File: src/rtl/fix_ari_div.sv
// fix_ari_div: iterative restoring divider for sign-magnitude fixed-point operands
//   clk, rst          : rising-edge clock, synchronous active-high reset
//   start             : request, sampled only while idle
//   data_in1/data_in2 : dividend/divisor, sign in bit DATA-1, Q(INTE).(POIN) magnitude
//   busy              : operation in progress
//   done              : one-cycle pulse, results valid from this cycle and held
//   data_out/ovf/dz   : quotient, saturation flag, divide-by-zero flag
module fix_ari_div #(
   parameter int DATA = 15,
   parameter int INTE = 6,
   parameter int POIN = 8,
   localparam int EX_SI = INTE + POIN,
   localparam int NUM_W = EX_SI + POIN,
   localparam int CW = $clog2(NUM_W)
) (
   input  logic            clk,
   input  logic            rst,
   input  logic            start,
   input  logic [DATA-1:0] data_in1,
   input  logic [DATA-1:0] data_in2,
   output logic            busy,
   output logic            done,
   output logic [DATA-1:0] data_out,
   output logic            ovf,
   output logic            dz
);
   typedef enum logic [1:0] {IDLE, CALC, DONE} state_t;
   state_t state_q, state_d;
   logic [EX_SI-1:0] div_q, div_d, mag_a, mag_b, mag_r;
   logic [NUM_W-1:0] num_q, num_d, quo_q, quo_d, quo_nx;
   logic [EX_SI:0] rem_q, rem_d, rem_sh;
   logic [CW-1:0] cnt_q, cnt_d;
   logic [DATA-1:0] out_q, out_d;
   logic sign_q, sign_d, busy_q, busy_d, done_q, done_d, ovf_q, ovf_d, dz_q, dz_d;
   logic ge, sat, sgn_in;
   always_comb begin
      mag_a = data_in1[EX_SI-1:0];
      mag_b = data_in2[EX_SI-1:0];
      sgn_in = data_in1[DATA-1] ^ data_in2[DATA-1];
      // the remainder never exceeds the divisor, so its top bit drops out of the shift
      rem_sh = (EX_SI+1)'({rem_q, num_q[NUM_W-1]});
      ge = rem_sh >= {1'b0, div_q};
      quo_nx = NUM_W'({quo_q, ge});
      // any quotient bit above the magnitude width means the result does not fit
      sat = |quo_nx[NUM_W-1:EX_SI];
      mag_r = sat ? '1 : quo_nx[EX_SI-1:0];
      state_d = state_q;
      div_d = div_q;
      num_d = num_q;
      quo_d = quo_q;
      rem_d = rem_q;
      cnt_d = cnt_q;
      sign_d = sign_q;
      busy_d = busy_q;
      done_d = 1'b0;
      out_d = out_q;
      ovf_d = ovf_q;
      dz_d = dz_q;
      case (state_q)
         IDLE: if (start) begin
            sign_d = sgn_in;
            div_d = mag_b;
            if (mag_b == '0) begin
               state_d = DONE;
               done_d = 1'b1;
               out_d = {sgn_in, {EX_SI{1'b1}}};
               ovf_d = 1'b0;
               dz_d = 1'b1;
            end else begin
               state_d = CALC;
               busy_d = 1'b1;
               rem_d = '0;
               num_d = {mag_a, {POIN{1'b0}}};
               quo_d = '0;
               cnt_d = CW'(NUM_W - 1);
            end
         end
         CALC: begin
            rem_d = ge ? rem_sh - {1'b0, div_q} : rem_sh;
            quo_d = quo_nx;
            num_d = num_q << 1;
            cnt_d = cnt_q - 1'b1;
            if (cnt_q == '0) begin
               state_d = DONE;
               busy_d = 1'b0;
               done_d = 1'b1;
               out_d = {sign_q & (|mag_r), mag_r};
               ovf_d = sat;
               dz_d = 1'b0;
            end
         end
         DONE: state_d = IDLE;
         default: state_d = IDLE;
      endcase
   end
   always_ff @(posedge clk) begin
      if (rst) begin
         state_q <= IDLE;
         div_q <= '0;
         num_q <= '0;
         quo_q <= '0;
         rem_q <= '0;
         cnt_q <= '0;
         sign_q <= 1'b0;
         busy_q <= 1'b0;
         done_q <= 1'b0;
         out_q <= '0;
         ovf_q <= 1'b0;
         dz_q <= 1'b0;
      end else begin
         state_q <= state_d;
         div_q <= div_d;
         num_q <= num_d;
         quo_q <= quo_d;
         rem_q <= rem_d;
         cnt_q <= cnt_d;
         sign_q <= sign_d;
         busy_q <= busy_d;
         done_q <= done_d;
         out_q <= out_d;
         ovf_q <= ovf_d;
         dz_q <= dz_d;
      end
   end
   assign busy = busy_q;
   assign done = done_q;
   assign data_out = out_q;
   assign ovf = ovf_q;
   assign dz = dz_q;
endmodule
File: config.mk
export PLATFORM = sky130hd
export DESIGN_NAME = fix_ari_div
export DESIGN_NICKNAME = d
export VERILOG_FILES = /design/src/rtl/fix_ari_div.sv
export SDC_FILE = /design/constraint.sdc
export NUM_CORES = 1
export LEC_CHECK = 0
export CAP_MARGIN = 20
export CORE_UTILIZATION = 56
export CTS_CLUSTER_SIZE = 14
export DETAILED_ROUTE_END_ITERATION = 8
export GPL_TIMING_DRIVEN = 0
export PLACE_DENSITY = 0.8
export SYNTH_ARGS = -nofsm -noshare
export SYNTH_HDL_FRONTEND = slang
export SYNTH_SLANG_ARGS = --single-unit
File: constraint.sdc
create_clock -name clk -period 2.68 [get_ports clk]
set_input_delay 0.536 -clock clk [delete_from_list [all_inputs] [get_ports clk]]
set_output_delay 0.536 -clock clk [all_outputs]
set_load 0.05 [all_outputs]
==> results of run 1 <==
[cells in the final DEF (no fill, tap or decap), types with 3 or more instances in the layout]
| cell | n |
|---|---|
| o2111ai_1 | 3 |
| o31ai_1 | 4 |
| o211ai_1 | 9 |
| nand3_1 | 6 |
| a211oi_1 | 3 |
| clkbuf_8 | 9 |
| xor2_1 | 3 |
| o221a_2 | 13 |
| clkdlybuf4s50_1 | 51 |
| o21ai_0 | 5 |
| nand4_1 | 4 |
| clkbuf_1 | 17 |
| nor4_1 | 12 |
| o211ai_2 | 10 |
| inv_1 | 26 |
| ha_1 | 16 |
| buf_4 | 3 |
| nand2b_1 | 5 |
| nor3_1 | 8 |
| buf_2 | 4 |
| xnor2_1 | 9 |
| a21o_1 | 6 |
| a21oi_2 | 4 |
| a22oi_1 | 22 |
| a222oi_1 | 13 |
| a21oi_1 | 30 |
| nor2_1 | 56 |
| nand2_1 | 58 |
| dfxtp_1 | 90 |
[power by group through the flow]
stage                     Combinational, mW  Sequential, mW  Clock, mW
final                                  2.47            1.58      0.933
after floorplan                        1.78            1.66          0
after detailed placement               2.42            1.60          0
after CTS                              2.44            1.58      0.940
after global placement                 2.35            1.60          0
after global routing                   2.65            1.59       1.00
[sequential cells by signal, indices dropped and copies added (netlist names), 2 cells and up]
signal / cells
quo_q: 21
data_out: 15
div_q: 14
num_q: 14
rem_q: 14
cnt_q: 5
state_q: 2
[routing by layer]
layer	up-vias	global-route usage (%)	wire length, µm
met4	0	11.0	261
met1	1960	36.4	4850
met2	176	48.7	5610
met5	-	0	0
li1	1927	-	-
met3	32	6.31	891
[layout make-up]
cell class,instances,area [µm²]
buffer,30,168
multi-input combinational,343,2340
fill,566,2160
timing repair buffer,51,510
clock buffer,9,124
tap,99,124
clock inverter,7,81.3
inverter,27,101
sequential,90,1800
[worst max-delay path by stage]
stage / from / endpoint / slack [ns] / cells after the start
2_1_floorplan: num_q[21]$_SDFFE_PP0P_ / rem_q[10]$_SDFFE_PP0P_ / 0.55 / 9
3_3_place_gp: data_in2[5] / cnt_q[0]$_SDFFE_PP0P_ / -0.18 / 8
3_5_place_dp: data_in2[5] / cnt_q[0]$_SDFFE_PP0P_ / -0.27 / 8
4_1_cts: data_in2[5] / cnt_q[0]$_SDFFE_PP0P_ / 0.11 / 8
5_1_grt: div_q[6]$_SDFFE_PP0P_ / quo_q[0]$_SDFFE_PP0P_ / 0.08 / 7
6_report: div_q[4]$_SDFFE_PP0P_ / rem_q[4]$_SDFFE_PP0P_ / 0.19 / 9
[critical path, delay by kind of cell (launching register included)]
family	cells	cell delay, ns
compound gates	5	1.11
buf+inv	2	0.22
fa+ha+maj	1	0.39
flops	1	0.36
simple gates	1	0.28
[logic make-up (layout without fill, tap and decap cells)]
family                     Yosys count  in the layout  synth area share (%)
AOI/OAI and AO/OA                  145            145                  27.6
xor gates and xnor gates            12             12                  2.39
adders and majority gates           17             17                  5.00
buffers and inverters               57            124                  6.08
DFF                                 90             90                  40.9
and+or+nand+nor                    169            169                  18.0
[through the flow]
| stage | power, mW | setup slack [ns] | utilization (%) | area, µm² | hold slack [ns] |
|---|---|---|---|---|---|
| finish | 4.98 | 0.194 | 70.8 | 5250 | 0.462 |
| global route | 5.24 | 0.0831 | 70.8 | 5250 | 0.485 |
| CTS | 4.96 | 0.114 | 70.8 | 5250 | 0.465 |
| detailed placement | 4.03 | -0.273 | 68.0 | 5040 | 0.451 |
| global placement | 3.95 | -0.180 | 68.0 | 5040 | 0.445 |
| floorplan | 3.44 | 0.553 | - | 4410 | 0.436 |
[repair_timing]
action                                  4_1_cts  5_1_grt
gates resized for setup                       0        2
buffers inserted                              0        0
endpoints found under the setup margin        0        1
==> impl_metrics.ini, run 1 <==
[global_routing]
grt_max_degree = 20
grt_pass1_vias = 3970
grt_first_pass_wirelength_mm = 19.2
antenna_found_initial = 0
grt_use_total_pct = 29.1
gr-total-overflow = 0

[route]
firstDrtPassIters = 6
num_vias = 4095
routed_wl_mm = 11.6
drtIter0Drc = 306
postRouteAntennaNets = 0
vias_per_cell = 6.24
avgRoutedWirePerCell_um = 17.7
drc = 0

[sta]
tns_ns = 0
setup_viol = 0
period_share_pct = 92.8
min_period_ns = 2.49
rsz0062_at_grt = no
fmax_mhz = 402
worst_slew_margin_rel_pct = 55.8
final-hold-violation-count = 0
max_slew.worst_pin.slew_ns = 0.661
drv_slew = 0
skew_ns = 0.00901

[die]
fp.dieH_um = 90.7
die_w_um = 90.7
initial_utilization_pct = 59.5
rows = 31
die_area_um2 = 8230
ios = 52
core-area_um2 = 7410

[power]
peakVddDrop_mv = 0.500
comb_power_share_pct = 49.5
leakagePower_nw = 2.03
sequentialPowerShare_pct = 31.7
power_density_nw_per_um2 = 949
swShare_pct = 43.2
clkPwrFrac_pct = 18.7
netSwitchingPower_mw = 2.15
power.internal_mw = 2.83

[critical_path]
slowest_stage = a211oi_4
r2r_start = div_q[4]$_SDFFE_PP0P_
r2r_slack_ns = 0.19
worst_setup_path_end_kind = flop
path_cells = inv_1 -> ha_1 -> o211ai_1 -> a21oi_2 -> a211oi_4 -> a211oi_4 -> or2_4 -> buf_12 -> o211ai_2
max_stage_delay_ns = 0.56
path_max_fanout = 10
worst_path_most_repeated_cell = a211oi_4
required_ns = 2.93
r2r_cells = 9
arrival_ns = 2.74
path_class = flop to flop
worstReg2RegEnd = rem_q[4]$_SDFFE_PP0P_
crit_path_start_kind = flop

[logic_synthesis]
syn_avg_cell_area_um2 = 8.99
post-synth-top-count-cell = dfxtp_1
synth.distinct_cells = 69
synth_top_cell_by_area = dfxtp_1
synth_top_cell_area_share_pct = 40.9
yosys_warnings = 0
synth-main-ff-cell = dfxtp_1
synth_top_cells_by_count = 90 x dfxtp_1, 58 x nand2_1, 56 x nor2_1
ys_seq_area_share_pct = 40.9
ys_async_sr_fraction_pct = 0
synth-edff-count = 0
syn_inst = 490
syn_area_um2 = 4410
syn_nets = 540
ys_top_cells_by_area = dfxtp_1 41%, nand2_1 4.9%, nor2_1 4.8%
ys_ff_latch = 90

[clocking]
ctsHoldBuffers = 0
clock-sinks = 90
clk_latency_ns = 0.37
h-tree-depth = 3
cts_made_buffers = 9
cts_max_path_buffers = 2
cts_tree = built
root_buffer = clkbuf_8
cts.clk_slew.worst_paths_ns = 0.10

[place]
placedCellCount = 640
dpl.hpwl_mm = 8.39
io_buffer_count = 51
gp_congestion = 0.926

[worst_hold_path]
min_to = div_q[2]$_SDFFE_PP0P_
min_from = div_q[2]$_SDFFE_PP0P_
min_path_type = flop to flop
hold_depth = 2

[cells_and_area]
antennaDiodeCount = 0
nNetsFinal = 602
area_growth_pct = 19.1
drive_gt1_share_pct = 13.1
stdcell_count = 656

[status]
status = finished clean

[run]
maxCapViolCount = 0
Note: power is estimated with default switching activity, not from simulation.
==> inputs of run 2 (changes only) <==
CORE_UTILIZATION = 55   (was 56)
CTS_CLUSTER_DIAMETER = 60   (was not set)
PLACE_DENSITY = 0.79   (was 0.8)
==> impl_metrics.ini, run 2 (synthesis results as in run 1) <==
[power]
peakVddDrop_mv = 0.481
swShare_pct = 42.6
total_power_mw = 4.90
clkPwrFrac_pct = 18.1
power_density_nw_per_um2 = 935
netSwitchingPower_mw = 2.09
power.internal_mw = 2.81
sequentialPowerShare_pct = 32.2
comb_power_share_pct = 49.7
leakagePower_nw = 2.01

[cells_and_area]
area_growth_pct = 18.9
final_cell_mix = 90 x dfxtp_1, 58 x nand2_1, 56 x nor2_1
fin_area_um2 = 5240
seq_area_um2 = 1800
drive_gt1_share_pct = 13.1
stdcell_count = 659
num-fill-cells = 627
layout_commonest_cell = dfxtp_1
final_core_util_pct = 67.8
nNetsFinal = 602
largest_reg_flops = 21
antennaDiodeCount = 0
multiInputGateArea_um2 = 2340
largest-register = quo_q

[die]
die_w_um = 91.5
initial_utilization_pct = 57.0
fp.dieH_um = 91.5
ios = 52
core-area_um2 = 7730
die_area_um2 = 8370
rows = 32

[global_routing]
grt_max_degree = 18
gr-total-overflow = 0
grt_use_total_pct = 28.6
antenna_found_initial = 0
grt_pass1_vias = 3919
grt_first_pass_wirelength_mm = 18.7

[route]
postRouteAntennaNets = 0
vias_per_cell = 6.08
routed_wl_mm = 11.4
drc = 0
firstDrtPassIters = 7
drtIter0Drc = 264
num_vias = 4009
avgRoutedWirePerCell_um = 17.4

[sta]
max_slew.worst_pin.slew_ns = 0.698
skew_ns = 0.0127
final-hold-violation-count = 0
drv_slew = 0
min_period_ns = 2.46
tns_ns = 0
setup_viol = 0
fmax_mhz = 406
worst_slew_margin_rel_pct = 53.2
worst_slack_ns = 0.215
period_share_pct = 92.0
rsz0062_at_grt = no
hold_slack_ns = 0.465

[clocking]
root_buffer = clkbuf_8
cts_max_path_buffers = 2
cts.clk_slew.worst_paths_ns = 0.10
h-tree-depth = 3
clk_latency_ns = 0.37
cts_made_buffers = 9
clock-sinks = 90
cts_tree = built

[critical_path]
worstSetupStartpoint = data_in2[5]
worstReg2RegEnd = rem_q[10]$_SDFFE_PP0P_
r2r_start = num_q[21]$_SDFFE_PP0P_
worst_setup_path_end_kind = flop
max_stage_delay_ns = 0.50
r2r_slack_ns = 0.22
crit_path_start_kind = primary input
path_cells = clkdlybuf4s50_1 -> nor4_1 -> a41oi_1 -> o21bai_2 -> clkbuf_1 -> a22oi_1 -> nor2_1
arrival_ns = 2.77
slowest_stage = nor4_1
path_max_fanout = 10
path_class = primary input to flop
required_ns = 2.99
critPathTopFamily = buffers and inverters
cp_num_buf_inv = 2
r2r_cells = 9

[worst_hold_path]
min_path_type = flop to flop
hold_depth = 2
min_to = div_q[13]$_SDFFE_PP0P_
min_from = div_q[13]$_SDFFE_PP0P_

[place]
gp_congestion = 0.900
io_buffer_count = 51
dpl_cell_area_um2 = 5040
dpl.hpwl_mm = 8.36
placedCellCount = 643
pre_cts_slack_ns = -0.381

[status]
status = finished clean

[run]
maxCapViolCount = 0
-- run 2: changes by cell type in the layout (fill, tap and decap cells not counted), sizes merged --
cell / previous run / this run
clkbuf: 28 / 29
inv: 30 / 29
clkinvlp: 0 / 2
clkinv: 4 / 2
-- run 2: what timing repair did --
action | CTS | global route
gates resized for setup | 1 | 1
hold buffers | 0 | 0
endpoints found under the hold margin | 0 | 0
setup endpoints to repair | 2 | 5
pin swaps | 0 | 0
buffers inserted | 0 | 0
-- run 2: tightest hold or removal path, stage by stage (launching register included) --
cell     delay (ns)
dfxtp_1        0.32
nand2_1        0.05
a21oi_1        0.05
-- run 2: cell type report --
cell class,instances,share of cell area [%]
clock inverter,6,1.10
sequential,90,34.4
multi-input combinational,343,44.7
tap,102,2.44
inverter,27,1.94
timing repair buffer,51,9.75
buffer,30,3.20
clock buffer,10,2.44
-- run 2: worst max-delay path by stage --
stage	end	depth (start not counted)
finish	quo_q[17]$_SDFFE_PP0P_	7
global route	quo_q[17]$_SDFFE_PP0P_	7
CTS	quo_q[19]$_SDFFE_PP0P_	7
detailed placement	num_q[20]$_SDFFE_PP0P_	7
global placement	cnt_q[0]$_SDFFE_PP0P_	8
floorplan	rem_q[10]$_SDFFE_PP0P_	9
-- run 2: routing by layer --
metal | global-route usage (%) | part of all wire (%)
met2 | 49.7 | 50
met1 | 34.7 | 43
met4 | 12.0 | 2.5
met5 | 0 | 0
met3 | 4.61 | 5.2
-- run 2: power by group through the flow --
stage | Clock (mW) | Sequential [mW] | Combinational, mW
finish | 0.884 | 1.58 | 2.43
global route | 0.944 | 1.59 | 2.62
CTS | 0.891 | 1.57 | 2.40
detailed placement | 0 | 1.60 | 2.39
global placement | 0 | 1.60 | 2.35
floorplan | 0 | 1.66 | 1.78
